[src/rtl/fb_pkg.sv]
// Shared types and default geometry for the frame-buffer scan reader.
package fb_pkg;

  typedef enum logic [1:0] {
    IDLE  = 2'd0,
    SCAN  = 2'd1,
    DRAIN = 2'd2
  } fb_state_t;

  localparam int FB_WIDTH  = 255;
  localparam int FB_HEIGHT = 255;
  localparam int FB_ADDR_W = 16;
  localparam int FB_DATA_W = 8;

endpackage

[src/rtl/fb_skid_fifo.sv]
// Two-entry first-word-fall-through FIFO carrying a pixel plus its eol/last tags.
module fb_skid_fifo #(
  parameter int DATA_W = 8
) (
  input  logic              clk,
  input  logic              rst_n,
  input  logic              push,
  input  logic [DATA_W-1:0] push_data,
  input  logic              push_eol,
  input  logic              push_last,
  input  logic              pop,
  output logic [DATA_W-1:0] head_data,
  output logic              head_eol,
  output logic              head_last,
  output logic [1:0]        count,
  output logic              valid
);

  logic [DATA_W+1:0] mem [2];
  logic              rd_ptr;
  logic              wr_ptr;
  logic              do_push;
  logic              do_pop;

  assign valid   = (count != 2'd0);
  assign do_pop  = pop & valid;
  // A push into a full FIFO is only safe when the head leaves in the same cycle.
  assign do_push = push & ((count != 2'd2) | do_pop);

  assign {head_last, head_eol, head_data} = mem[rd_ptr];

  always_ff @(posedge clk or negedge rst_n) begin
    if (!rst_n) begin
      mem[0] <= '0;
      mem[1] <= '0;
      rd_ptr <= 1'b0;
      wr_ptr <= 1'b0;
      count  <= 2'd0;
    end else begin
      if (do_push) begin
        mem[wr_ptr] <= {push_last, push_eol, push_data};
        wr_ptr      <= ~wr_ptr;
      end
      if (do_pop) begin
        rd_ptr <= ~rd_ptr;
      end
      case ({do_push, do_pop})
        2'b10:   count <= count + 2'd1;
        2'b01:   count <= count - 2'd1;
        default: count <= count;
      endcase
    end
  end

endmodule

[src/rtl/fb_scan_reader.sv]
// Frame-buffer read controller: raster-scans the RAM into a valid/ready pixel
// stream while giving game-logic writes priority on the single RAM port.
module fb_scan_reader
  import fb_pkg::*;
#(
  parameter int WIDTH  = FB_WIDTH,
  parameter int HEIGHT = FB_HEIGHT,
  parameter int ADDR_W = FB_ADDR_W,
  parameter int DATA_W = FB_DATA_W
) (
  input  logic              clk,
  input  logic              rst_n,
  input  logic              frame_start,
  output logic              busy,
  input  logic              wr_req,
  input  logic [ADDR_W-1:0] wr_addr,
  input  logic [DATA_W-1:0] wr_data,
  output logic              wr_ack,
  output logic [ADDR_W-1:0] ram_a,
  output logic [DATA_W-1:0] ram_d,
  output logic              ram_we,
  input  logic [DATA_W-1:0] ram_q,
  output logic              pix_valid,
  input  logic              pix_ready,
  output logic [DATA_W-1:0] pix_data,
  output logic              pix_eol,
  output logic              pix_last,
  output logic [1:0]        dbg_state
);

  localparam int XW = (WIDTH > 1) ? $clog2(WIDTH) : 1;
  localparam int YW = (HEIGHT > 1) ? $clog2(HEIGHT) : 1;
  localparam logic [XW-1:0] X_LAST = XW'(WIDTH - 1);
  localparam logic [YW-1:0] Y_LAST = YW'(HEIGHT - 1);

  fb_state_t         state;
  logic [ADDR_W-1:0] addr;
  logic [XW-1:0]     x;
  logic [YW-1:0]     y;
  logic              inflight;
  logic              inflight_eol;
  logic              inflight_last;

  logic [1:0]        fifo_count;
  logic              fifo_valid;
  logic              head_eol;
  logic              head_last;

  logic              wr_grant;
  logic              pop;
  logic [2:0]        credit_used;
  logic              rd_issue;
  logic              is_eol;
  logic              is_last;

  assign wr_grant    = wr_req & rst_n;
  assign pop         = pix_valid & pix_ready;
  assign credit_used = {1'b0, fifo_count} + {2'b00, inflight};
  // A read may issue only if its data is guaranteed a FIFO slot when it returns.
  assign rd_issue    = (state == SCAN) & ~wr_req & (credit_used < (3'd2 + {2'b00, pop}));
  assign is_eol      = (x == X_LAST);
  assign is_last     = is_eol & (y == Y_LAST);

  assign pix_valid = fifo_valid;
  assign pix_eol   = fifo_valid & head_eol;
  assign pix_last  = fifo_valid & head_last;
  assign dbg_state = state;

  always_comb begin
    ram_a  = '0;
    ram_d  = '0;
    ram_we = 1'b0;
    wr_ack = 1'b0;
    if (wr_grant) begin
      ram_a  = wr_addr;
      ram_d  = wr_data;
      ram_we = 1'b1;
      wr_ack = 1'b1;
    end else if (rd_issue) begin
      ram_a = addr;
    end
  end

  always_ff @(posedge clk or negedge rst_n) begin
    if (!rst_n) begin
      state         <= IDLE;
      busy          <= 1'b0;
      addr          <= '0;
      x             <= '0;
      y             <= '0;
      inflight      <= 1'b0;
      inflight_eol  <= 1'b0;
      inflight_last <= 1'b0;
    end else begin
      inflight      <= rd_issue;
      inflight_eol  <= rd_issue & is_eol;
      inflight_last <= rd_issue & is_last;
      case (state)
        IDLE: begin
          if (frame_start) begin
            addr  <= '0;
            x     <= '0;
            y     <= '0;
            busy  <= 1'b1;
            state <= SCAN;
          end
        end
        SCAN: begin
          if (rd_issue) begin
            // Counters freeze on the final pixel rather than wrap past the frame.
            if (is_last) begin
              state <= DRAIN;
            end else begin
              addr <= addr + ADDR_W'(1);
              if (is_eol) begin
                x <= '0;
                y <= y + YW'(1);
              end else begin
                x <= x + XW'(1);
              end
            end
          end
        end
        DRAIN: begin
          if (pop & pix_last) begin
            busy  <= 1'b0;
            state <= IDLE;
          end
        end
        default: state <= IDLE;
      endcase
    end
  end

  fb_skid_fifo #(
    .DATA_W (DATA_W)
  ) u_fifo (
    .clk       (clk),
    .rst_n     (rst_n),
    .push      (inflight),
    .push_data (ram_q),
    .push_eol  (inflight_eol),
    .push_last (inflight_last),
    .pop       (pop),
    .head_data (pix_data),
    .head_eol  (head_eol),
    .head_last (head_last),
    .count     (fifo_count),
    .valid     (fifo_valid)
  );

endmodule

[config.mk]
export PLATFORM = sky130hd
export DESIGN_NAME = fb_scan_reader
export DESIGN_NICKNAME = d
export VERILOG_FILES = /design/src/rtl/fb_pkg.sv /design/src/rtl/fb_skid_fifo.sv /design/src/rtl/fb_scan_reader.sv
export SDC_FILE = /design/constraint.sdc
export NUM_CORES = 1
export LEC_CHECK = 0
export ABC_CLOCK_PERIOD_IN_PS = 2830
export CAP_MARGIN = 10
export CELL_PAD_IN_SITES_DETAIL_PLACEMENT = 1
export CELL_PAD_IN_SITES_GLOBAL_PLACEMENT = 2
export CORE_ASPECT_RATIO = 1.5
export CORE_MARGIN = 3
export CORE_UTILIZATION = 31
export DETAILED_ROUTE_END_ITERATION = 16
export MAX_ROUTING_LAYER = met4
export PLACE_DENSITY_LB_ADDON = 0.1
export SLEW_MARGIN = 20
export SYNTH_ARGS = -nofsm -noshare
export SYNTH_HDL_FRONTEND = slang
export SYNTH_SLANG_ARGS = --single-unit
[constraint.sdc]
create_clock -name clk -period 2.83 [get_ports clk]
set_input_delay 0.566 -clock clk [delete_from_list [all_inputs] [get_ports clk]]
set_output_delay 0.566 -clock clk [all_outputs]
set_load 0.1 [all_outputs]
Yosys cells after proc, flatten, opt, wreduce, memory -nomap -nowiden. Cells that the tools add are included.

Equality and inequality tests: 13. Bitwise gates (word level): 18. Shift-type cells: 0. Mux-type cells: 32. Order comparisons: 4. Multiply operators: 0. $add $sub $neg: 7. Reductions and logical operators: 10. Divide/modulo/power cells: 0.

Operators with widths (number): $mux 16 (5); $mux 8 (8); $mux 10 (4); $pmux 16 s2 (1); $pmux 8 s2 (2); $bwmux 20 (1); $add 16x1->16 const B (1); $add 8x1->8 const B (2); $eq 8x8->1 const B (2); $ne 2x2->1 const B (7); $and 1x1->1 (12); $demux 10 s1 (1); $mux 2 (4); $reduce_and 4->1 (2); $reduce_bool 2->1 (4); $pmux 2 s3 (1); $reduce_and 5->1 (1); $eq 2x1->1 const B (2); $eq 2x2->1 const B (2); $ge 2x2->1 const B (2); $not 1->2 (2); $pmux 2 s2 (1); $add 2x1->3 (1); $add 2x1->3 const A (1); other kinds (11) (15).

RAM bits: 0. Bits in read-only memories: 0. Bits of input ports: 37. Memories kept: 0. Bits in registers: 62. Latch bits: 0. Output and inout port bits: 40.

Longest topological paths before layout.
Depth in word-level cells: 8. Mapped depth: 9.

Modules after synthesis. A second synthesis with hierarchy kept.

Cell total of the unflattened synthesis: 363. Area, all modules: 3584.7 sq um.

Modules (own cells, without submodules): fb_scan_reader (sequential area each 950.9 sq um, instances 1, cells an instance 293, area each 2521.2 sq um); fb_skid_fifo (sequential area each 600.6 sq um, instances 1, cells an instance 70, area each 1063.5 sq um).

Least setup slack after synthesis. Ideal clock, no wire load.

Path kind: input to output. From: input port wr_req. To: output port ram_a[10]. Arrival time: 3.123 ns. Buffers on the path: 3. Path slack: -0.859 ns. Required time: 2.264 ns. Stages on the path: 5. Path through: clkbuf_1 > and2_1 > clkbuf_1 > clkbuf_1 > a22o_1.

Cells in the longest elaborated chain, start to end: 5.

RTL lines: from (decl) (RTL line fb_scan_reader.sv:15) `input logic wr_req,`; $not 1->1 (RTL line fb_scan_reader.sv:60) `assign rd_issue = (state == SCAN) & ~wr_req & (credit_used < (3'd2 + {2'b00, pop}));`; $and 1x1->1 (2 in series) (RTL line fb_scan_reader.sv:60); $mux 16 (RTL line fb_scan_reader.sv:79) `end else if (rd_issue) begin`; $mux 16 * (RTL line fb_scan_reader.sv:74) `if (wr_grant) begin`; to (decl) (RTL line fb_scan_reader.sv:19) `output logic [ADDR_W-1:0] ram_a,`.

Mark *: on every way between the ends. The rest lies on a longest branch, timed or not.

Worst setup path in the final report.
From: register u_fifo.count[0]. To: output port ram_a[13].

Cells in the longest elaborated chain, start to end: 7.

RTL lines: from (decl) (RTL line fb_skid_fifo.sv:15) `output logic [1:0] count,`; from (signal assigned) (RTL line fb_skid_fifo.sv:48) `2'b10: count <= count + 2'd1;`; from (signal assigned) (RTL line fb_skid_fifo.sv:49) `2'b01: count <= count - 2'd1;`; from (signal assigned) (RTL line fb_skid_fifo.sv:50) `default: count <= count;`; $reduce_bool 2->1 (RTL line fb_skid_fifo.sv:25) `assign valid = (count != 2'd0);`; $and 1x1->1 (RTL line fb_scan_reader.sv:57) `assign pop = pix_valid & pix_ready;`; $add 2x1->3 (RTL line fb_scan_reader.sv:60); $lt 3x3->1 * (RTL line fb_scan_reader.sv:60); $and 1x1->1 * (RTL line fb_scan_reader.sv:60); $mux 16 * (RTL line fb_scan_reader.sv:79); $mux 16 * (RTL line fb_scan_reader.sv:74).

Marked as above.

==> summary.md <==
| Metric | Value |
|---|---|
| Leakage | 2.26 nW |
| Cell variety after synth | 45 |
| 1st-pass router iterations | 4 |
| Endpoints failing hold | 0 |
| Clock Pin Slew Worst Setup and Hold Paths | 0.06 ns |
| Gpl congestion | 0.781 |
| Max stage delay on crit path | 0.40 ns |
| Clock Path Buffers | 2 |
| Die X | 91.5 um |
| Vias | 3,131 |
| First-pass GRT wire length | 17.5 mm |
| Crit. Startpoint | u_fifo.count[0]$_DFFE_PN0P_ |
| NetSw | 0.00236 W |
| Clk_skew | 0.00662 ns |
| Slew HR | 40.4% |
| Ant diodes | 0 |
| Core Footprint | 10,600 um2 |
| Crit path max-delay cell type | dfrtp_2 |
| DRC errors left | 0 |
| Critical path arrival | 2.18 ns |
| Top cell by count, worst path | ha_1 |
| Most frequent cells in the layout | dfrtp_1, buf_4, clkdlybuf4s50_1 |
| Place WS | 0.0745 ns |
| Worst Hold Class | in -> async |
| Nets@finish | 491 |
| CTS tree | built |
| Placement Rows | 46 |
| Ys flop type | dfrtp_1 |
| Required @ worst endpoint | 2.26 ns |
| Worst r2r path cells | 7 |
| Io pins | 77 |
| Max Cap Viol | 0 |
| Switching share of power | 45.9% |
| Syn avg cell area | 9.79 um2 |
| Die footprint | 12,300 um2 |
| Comb power frac | 51.8% |
| Register area share after synthesis | 45.7% |
| Commonest non-fill, non-tap cell in the layout | dfrtp_1 |
| CP endpoint kind | output port |
| Initial antenna violation count | 0 |
| Routed WL | 10.6 mm |
| H-tree levels | 3 |
| Reg2reg end | addr[7]$_DFFE_PN0P_ |
| Seq pwr share | 26.0% |
| Clock Sinks | 62 |
| HPWL Detailed | 7.80 mm |
| Clock latency on the worst-skew pair | 0.33 ns |
| Number of global-route vias before repair | 3,384 |
| DR WL/cell | 17.7 um |
| Mapped Cells | 347 |
| Placement Cell Area | 4820 um2 |
| Syn. warnings | 0 |
| R2R Path Start | u_fifo.count[0]$_DFFE_PN0P_ |
| Clock network power share | 22.2% |
| Post-synth EDFFs | 0 |
| Period utilization | 97.2% |
| Post-synth ARST share | 100% |
| Clock root buffer | clkbuf_16 |
| Startpoint Class | register |
| TritonCTS Buffers | 9 |
| Synthesized area | 3400 um2 |
| Layout cells sized above 1 | 30.8% |
| Worst Hold Margin | 0.337 ns |
| Critical Path, Cell by Cell | ha_1, ha_1, or3_4, nor2_4, buf_6, a22o_4, buf_12 |
| Mapped Nets | 392 |
| Die height | 134 um |
| Initial Utilization | 31.9% |
| R2r setup slk | 0.55 ns |
| Critical path class | reg -> out |
| Maximum VDD drop | 0.555 mV |
| Initial detailed-routing violation count | 68 |
| Port bufs | 76 |
| Design area | 5190 um2 |
| Largest net degree at the start of global routing | 49 |
| CP max FO | 5 |
| Pins over their slew limit | 0 |
| PD cells | 990 nW/um2 |
| Area delta synth->final | 52.8% |
| Worst-margin pin slew | 0.891 ns |
| Minimum clock period | 2.75 ns |
| Cell-internal power | 0.00278 W |
| Flops & latches, synth | 62 |
| Outcome | finished, final reports clean |
| Fmax | 0.364 GHz |
| Total gr overflow | 0 |
| Gr usage total | 18.4% |
| # setup viols final | 0 |
| Via density | 5.26 |
| Antenna-violating nets left | 0 |
| Final WS setup | 0.0805 ns |
## repair_timing
| action | CTS | global route |
|---|---|---|
| endpoints found under the hold margin | 0 | 0 |
| endpoints found under the setup margin | 16 | 16 |
| pin swaps | 1 | 2 |
| buffers inserted | 3 | 0 |
| cloned | 2 | 0 |
| resized for setup | 7 | 2 |
| hold buffers | 0 | 0 |
## critical path: cells and delay by family (launching register included)
| family | cells | cell delay, ns |
|---|---|---|
| AOI/OAI and AO/OA | 1 | 0.13 |
| DFF | 1 | 0.40 |
| buffers and inverters | 2 | 0.33 |
| adders and majority gates | 2 | 0.39 |
| and+or+nand+nor | 2 | 0.57 |
## kinds of logic after synthesis
logic type      count (synthesis)  share of synthesized area (%)
xor+xnor                        6                           1.55
mux                            32                           10.5
fa+ha+maj                       8                           2.95
buf+inv                        33                           4.09
simple gates                  117                           18.2
flops                          62                           45.7
compound gates                 89                           17.2
## flip-flops by register name, indices dropped and copies added (netlist names)
signal,flops
x,8
inflight_last,1
dbg_state,2
addr,16
busy,1
u_fifo.mem,20
inflight_eol,1
u_fifo.count,2
u_fifo.rd_ptr,1
y,8
u_fifo.wr_ptr,1
inflight,1
## worst max path at each step
stage | end | cells past startpoint
after floorplan | ram_a[0] | 6
after global placement | ram_a[4] | 6
after detailed placement | ram_a[1] | 6
after CTS | ram_a[14] | 7
after global routing | ram_a[13] | 7
final | ram_a[13] | 7
## synth_stat cells (all sizes together) (2+ instances only)
library cell	n	area share [%]
a31oi	3	0.55
o31ai	6	1.3
clkbuf	12	1.3
nor2	20	2.2
xnor2	6	1.5
or3	8	1.5
and3	17	3.1
o211ai	2	0.44
nand4	9	1.7
o21a	2	0.44
o21ai	33	4.9
inv	16	1.8
or4	2	0.44
a22o	16	4.1
nor4	3	0.55
nor2b	2	0.37
and4	3	0.77
a21o	2	0.44
mux2	28	9.3
o311ai	2	0.52
ha	8	2.9
nand2	22	2.4
o41ai	2	0.52
nand3	21	3.1
a21oi	13	1.9
nor3	4	0.59
dfrtp	62	46
nor4b	2	0.70
buf	5	0.99
or2	2	0.37
mux2i	4	1.2
## area by class of cell
cell class,count,area [um2]
Clock buffer,10,239
Clock inverter,6,70.1
Fill cell,1136,5460
Inverter,16,60.1
Multi-Input combinational cell,252,1860
Sequential cell,62,1560
Tap cell,144,180
Timing Repair Buffer,105,1230
## per-stage QoR
step	power [W]	instances	utilization, %	TNS [ns]
finish	0.00514	595	48.8	0
CTS	0.00518	595	48.7	0
floorplan	0.00315	347	-	0
global placement	0.00387	574	45.3	0
global route	0.00542	595	48.8	-0.00264
detailed placement	0.00394	574	45.3	0
## per-layer routing
| metal | up-vias | GRT usage [%] | wire length (um) |
|---|---|---|---|
| li1 | 1489 | - | - |
| met5 | - | - | 0 |
| met4 | 0 | 5.12 | 153 |
| met3 | 13 | 3.82 | 416 |
| met1 | 1569 | 19.7 | 4260 |
| met2 | 60 | 34.0 | 5720 |
## power by group through the flow
stage	logic, W	registers (W)	clock network (W)
after floorplan	0.00189	0.00126	0
after global placement	0.00253	0.00134	0
after detailed placement	0.00257	0.00136	0
after CTS	0.00268	0.00134	0.00116
after global routing	0.00282	0.00138	0.00122
final	0.00266	0.00134	0.00114
Note: power is estimated with default switching activity, not from simulation.
==> RTL edit 1: new RTL, same settings <==
Set the package constant `FB_WIDTH` to 259 (it was 255).
--- a/src/rtl/fb_pkg.sv
+++ b/src/rtl/fb_pkg.sv
@@ -7,7 +7,7 @@
     DRAIN = 2'd2
   } fb_state_t;
 
-  localparam int FB_WIDTH  = 255;
+  localparam int FB_WIDTH  = 259;
   localparam int FB_HEIGHT = 255;
   localparam int FB_ADDR_W = 16;
   localparam int FB_DATA_W = 8;
Function: no difference found for any inputs over 10 cycles, from zero or initial values and one cycle with rst_n low; that may be too few to reach the edited logic, so the function may still have changed.
==> RTL edit 1 against the original RTL <==
- via count shrank 3.4%
- sequential cell count grew 1
- die area grew 1.8%
- clock skew grew 3.2 ps
- critical endpoint is now ram_a[15]
- count of clock-buffer cells in the layout grew 2
- clock power shrank 5%
- wire length shrank 2.0%
- synthesized area grew 1.9%
- total power shrank 1.7%
- largest power group unchanged
- non-clock buffer count shrank 14
- final area shrank 3.4%
- setup slack gained 64 ps
- register-to-register slack lost 110 ps
==> RTL edit 1: results (changes against the original RTL) <==
<table>
<tr><th>Metric</th><th>Value</th></tr>
<tr><th colspan="2">Placement</th></tr>
<tr><td>Routability cong.</td><td>0.7552 (-3.3%)</td></tr>
<tr><td>Setup Slack @ Placement</td><td>52.78 ps (-21.69 ps)</td></tr>
<tr><td>Sum of net half-perimeters after detailed placement</td><td>7.528 mm (-3.5%)</td></tr>
<tr><th colspan="2">Final layout</th></tr>
<tr><td>Largest regs</td><td>u_fifo.mem: 20 flops, addr: 16 flops, x: 9 flops</td></tr>
<tr><td>Fraction of final layout cells sized beyond drive strength 1</td><td>30.21% (-0.61 points)</td></tr>
<tr><td>Number of fillers in the final layout</td><td>1,205 (+6.1%)</td></tr>
<tr><td>Layout net count</td><td>477 (-2.9%)</td></tr>
<tr><th colspan="2">Outcome</th></tr>
<tr><td>Result of the run</td><td>completed</td></tr>
<tr><th colspan="2">Logic synthesis</th></tr>
<tr><td>Library cells used by synthesis</td><td>51 (+13%)</td></tr>
<tr><td>Sequential area share after synthesis</td><td>45.52% (-0.14 points)</td></tr>
<tr><td>Syn nets</td><td>389 (-0.77%)</td></tr>
<tr><td>Synthesized-area fraction occupied by ao, oa, aoi and oai cells</td><td>16.18% (-0.97 points)</td></tr>
<tr><td>Top cells by area, synth</td><td>sky130_fd_sc_hd__dfrtp_1 46%, sky130_fd_sc_hd__mux2_2 9.8%, sky130_fd_sc_hd__a22o_1 4.6%, sky130_fd_sc_hd__o21ai_0 4.5%, sky130_fd_sc_hd__nor2_1 3.3%</td></tr>
<tr><td>Mux cell area share after synthesis</td><td>10.91% (+0.45 points)</td></tr>
<tr><td>Adder-cell share of the synthesized area</td><td>2.890% (-0.055 points)</td></tr>
<tr><th colspan="2">Critical path</th></tr>
<tr><td>Arrival time at the worst endpoint</td><td>2120 ps (-60 ps)</td></tr>
<tr><td>Worst-path fanout max</td><td>13 (+8)</td></tr>
<tr><th colspan="2">Routing</th></tr>
<tr><td>Detailed Route Iter0 Violations</td><td>136 (+100%)</td></tr>
<tr><td>Via count of the routed design</td><td>3,024 (-3.4%)</td></tr>
<tr><td>Total wire length</td><td>10.34 mm (-2.0%)</td></tr>
<tr><td>Via density per instance</td><td>5.205 (-1.1%)</td></tr>
<tr><th colspan="2">Pwr</th></tr>
<tr><td>Maximum ir drop on the vdd rail</td><td>0.3758 mV (-32%)</td></tr>
<tr><td>Total leakage power</td><td>2.159 nW (-4.6%)</td></tr>
<tr><th colspan="2">GRT</th></tr>
<tr><td>Global-route wire length before repair</td><td>17.15 mm (-2.0%)</td></tr>
<tr><td>Global-route usage over all layers</td><td>17.87% (-0.57 points)</td></tr>
<tr><td>Pin count of the biggest net entering global routing</td><td>72 (+47%)</td></tr>
<tr><td>Number of global-route vias before repair</td><td>3,335 (-1.4%)</td></tr>
</table>
[RTL edit 1: through the flow]
stage | utilization, % | hold WS (ps) | power (W) | TNS (ps) | area (µm²)
floorplan | - | 270.4 | 0.003227 | -750.7 | 3486
finish | 46.58 | 298.1 | 0.005052 | 0 | 5014
global placement | 43.73 | 475.9 | 0.003924 | 0 | 4707
global route | 46.58 | 319.9 | 0.005328 | 0 | 5014
CTS | 46.54 | 323.6 | 0.005113 | 0 | 5009
detailed placement | 43.73 | 475.7 | 0.003983 | 0 | 4707
[RTL edit 1: worst paths after layout]
| kind | to | from | slack [ps] | cells after the start |
|---|---|---|---|---|
| hold / removal | u_fifo.mem[7]$_DFFE_PN0P_ | rst_n | 300 | 2 |
| hold reg to reg | x[8]$_DFFE_PN0P_ | x[8]$_DFFE_PN0P_ | 490 | 1 |
| setup / recovery | ram_a[15] | pix_ready | 140 | 8 |
| min in group clk | x[8]$_DFFE_PN0P_ | x[8]$_DFFE_PN0P_ | 490 | 1 |
| max in group asynchronous | u_fifo.count[0]$_DFFE_PN0P_ | rst_n | 2190 | 2 |
| setup reg to reg | addr[8]$_DFFE_PN0P_ | u_fifo.count[0]$_DFFE_PN0P_ | 440 | 6 |
[RTL edit 1: per-layer routing]
layer	vias to the layer above	routed length, µm	GRT usage (%)
li1	1443	-	-
met1	1513	4135	19.64
met2	55	5748	32.34
met3	13	330	3.669
met4	0	127	5.207
met5	-	0	-
[RTL edit 1: layout make-up]
cell class	instances	area (µm²)	share of cell area, %
clock buffer	12	246.5	4.916
inverter	9	35.03	0.6988
clock inverter	4	45.04	0.8984
multi-input combinational	258	1797	35.84
tap	144	180.2	3.594
sequential	63	1579	31.49
timing repair buffer	91	1131	22.56
[RTL edit 1: cells by family (layout without fill, tap and decap cells)]
family                     after synthesis  after routing
muxes                                   34             34
AOI/OAI and AO/OA                       84             84
DFF                                     63             63
buffers and inverters                   23            116
and+or+nand+nor                        127            127
xor gates and xnor gates                 5              5
adders and majority gates                8              8
[RTL edit 1: timing repair]
item,4_1_cts,5_1_grt
setup buffers,1,0
pin swaps,1,1
resized for setup,2,2
setup endpoints to repair,16,16
[RTL edit 1: power by group]
part           internal (W)  total [W]  switching, W
clock network      0.000701    0.00108      0.000376
logic              0.000915    0.00261       0.00170
registers           0.00114    0.00136      0.000223
[RTL edit 1: worst max-delay path, cell delays in order]
cell                              delay, ps
sky130_fd_sc_hd__clkdlybuf4s50_1        500
sky130_fd_sc_hd__o21ai_0                120
sky130_fd_sc_hd__o21ai_1                210
sky130_fd_sc_hd__nand3_2                140
sky130_fd_sc_hd__clkinv_2               100
sky130_fd_sc_hd__buf_12                 130
sky130_fd_sc_hd__a22o_2                 170
sky130_fd_sc_hd__buf_12                 180
==> RTL edit 2: new RTL, config.mk and constraints unchanged <==
Without the edit above. Make the reset (`rst_n`) synchronous in 2 clocked blocks.
--- a/src/rtl/fb_skid_fifo.sv
+++ b/src/rtl/fb_skid_fifo.sv
@@ -29,7 +29,7 @@
 
   assign {head_last, head_eol, head_data} = mem[rd_ptr];
 
-  always_ff @(posedge clk or negedge rst_n) begin
+  always_ff @(posedge clk) begin
     if (!rst_n) begin
       mem[0] <= '0;
       mem[1] <= '0;
--- a/src/rtl/fb_scan_reader.sv
+++ b/src/rtl/fb_scan_reader.sv
@@ -81,7 +81,7 @@
     end
   end
 
-  always_ff @(posedge clk or negedge rst_n) begin
+  always_ff @(posedge clk) begin
     if (!rst_n) begin
       state         <= IDLE;
       busy          <= 1'b0;
Formal check against the unedited RTL: differs if rst_n is asserted again (counterexample within 4 cycles, from zero or initial values and one cycle with rst_n low); with rst_n held inactive, the same outputs for 10 cycles.
==> RTL edit 2 against the original RTL <==
- worst hold slack better by 170 ps
- first-iteration DRC count increased by 22%
- synthesized area down 1.0%
- final area fell by 4.6%
- synthesized cell count grew 3.5%
- sequential cell count is 1 higher
- wire length down 1.7%
- global-route usage shrank 0.41 points
- setup slack improved by 54 ps
- via count up 1.4%
- clock skew decreased by 1.3 ps
- critical path type is now primary input to primary output
- critical endpoint is now ram_a[1]
- largest cell class unchanged
Power is not compared: it rests on default switching activity, and its combinational part moved more than twofold at a synthesized area within 25%.
==> RTL edit 2: results (changes against the original RTL) <==
<table>
<tr><th>Metric</th><th>Value</th></tr>
<tr><th colspan="2">Placement</th></tr>
<tr><td>Post-Place Cells</td><td>578 (+0.70%)</td></tr>
<tr><td>Routability cong.</td><td>0.7726 (-1.1%)</td></tr>
<tr><td>Sum of net half-perimeters after detailed placement</td><td>7.483 mm (-4.1%)</td></tr>
<tr><th colspan="2">Clock tree</th></tr>
<tr><td>Number of setup buffers added after CTS</td><td>0 (-3)</td></tr>
<tr><th colspan="2">Timing</th></tr>
<tr><td>Setup skew after layout</td><td>5.344 ps (-1.280 ps)</td></tr>
<tr><th colspan="2">Final layout</th></tr>
<tr><td>Number of non-filler instances in the completed layout</td><td>594 (-0.17%)</td></tr>
<tr><td>Area occupied by multi-input gates</td><td>0.001794 mm² (-3.6%)</td></tr>
<tr><td>Number of fillers in the final layout</td><td>1,234 (+8.6%)</td></tr>
<tr><th colspan="2">Routing</th></tr>
<tr><td>Detailed Route Iter0 Violations</td><td>83 (+22%)</td></tr>
<tr><td>Met2 Wirelength</td><td>5.434 mm (-5.0%)</td></tr>
<tr><td>Routed length on met3</td><td>361 µm (-13%)</td></tr>
<tr><td>Via density per instance</td><td>5.343 (+1.5%)</td></tr>
<tr><th colspan="2">Logic synthesis</th></tr>
<tr><td>Prevailing post-synth register cell</td><td>sky130_fd_sc_hd__dfxtp_1</td></tr>
<tr><td>Top post-synthesis cells by count</td><td>43 x sky130_fd_sc_hd__dfxtp_1, 23 x sky130_fd_sc_hd__and2_1, 20 x sky130_fd_sc_hd__a21oi_1, 20 x sky130_fd_sc_hd__edfxtp_1, 20 x sky130_fd_sc_hd__nand3_1</td></tr>
<tr><td>EDFF count, synth</td><td>20 (+20)</td></tr>
<tr><td>Async set or reset register ratio after synthesis</td><td>0% (-100 points)</td></tr>
<tr><td>Top cells by area, synth</td><td>sky130_fd_sc_hd__dfxtp_1 26%, sky130_fd_sc_hd__edfxtp_1 18%, sky130_fd_sc_hd__and2_1 4.3%, sky130_fd_sc_hd__a22o_1 4.2%, sky130_fd_sc_hd__and3_1 3.3%</td></tr>
<tr><td>Syn nets</td><td>404 (+3.1%)</td></tr>
<tr><th colspan="2">Critical path</th></tr>
<tr><td>Slowest stage delay, CP</td><td>520 ps (+120 ps)</td></tr>
<tr><td>Max stage delay cell, worst path</td><td>sky130_fd_sc_hd__clkdlybuf4s50_1</td></tr>
<tr><td>Arrival time at the worst endpoint</td><td>2130 ps (-50 ps)</td></tr>
<tr><td>Worst-path fanout max</td><td>19 (+14)</td></tr>
<tr><th colspan="2">GRT</th></tr>
<tr><td>Met2 layer usage reported by global route</td><td>32.20% (-1.8 points)</td></tr>
<tr><td>Pin count of the biggest net entering global routing</td><td>27 (-45%)</td></tr>
<tr><td>Number of global-route vias before repair</td><td>3,359 (-0.74%)</td></tr>
<tr><th colspan="2">Outcome</th></tr>
<tr><td>Result of the run</td><td>completed</td></tr>
</table>
RTL edit 2: changes by cell type in the layout (fill, tap and decap cells not counted), moves of 19 or more:
| cell | delta |
|---|---|
| sky130_fd_sc_hd__dfrtp_1 | -59 |
| sky130_fd_sc_hd__dfxtp_1 | +42 |
| sky130_fd_sc_hd__and2_1 | +22 |
| sky130_fd_sc_hd__edfxtp_1 | +20 |
| sky130_fd_sc_hd__mux2_2 | -19 |
| sky130_fd_sc_hd__o21ai_0 | -19 |
RTL edit 2: worst paths after layout:
check	slack, ps	endpoint	start
hold / removal	510	busy$_SDFFE_PN0P_	busy$_SDFFE_PN0P_
setup / recovery	130	ram_a[1]	pix_ready
setup reg to reg	480	addr[3]$_SDFFE_PN0P_	u_fifo.count[0]$_SDFFE_PN0P_
hold reg to reg	510	busy$_SDFFE_PN0P_	busy$_SDFFE_PN0P_
RTL edit 2: cell families (layout without fill, tap and decap cells):
kind of cell / Yosys count / after routing / synth area share, %
buffers and inverters: 31 / 122 / 3.906
AO/OA/AOI/OAI: 100 / 100 / 21.61
adder cells (fa/ha/maj): 8 / 8 / 2.976
XOR/XNOR: 4 / 4 / 1.042
multiplexers: 12 / 12 / 3.906
AND/OR/NAND/NOR: 141 / 141 / 23.10
flip-flops: 63 / 63 / 43.45
RTL edit 2: area by class of cell:
| type | instances | share of cell area [%] |
|---|---|---|
| tap | 144 | 3.639 |
| inverter | 11 | 0.8340 |
| clock buffer | 9 | 4.549 |
| timing repair buffer | 95 | 23.12 |
| sequential | 63 | 29.54 |
| clock inverter | 7 | 2.072 |
| multi-input combinational | 265 | 36.24 |
RTL edit 2: timing repair:
item,in CTS,in global routing
endpoints found under the setup margin,16,16
gates resized for setup,1,2
pin swaps,0,0
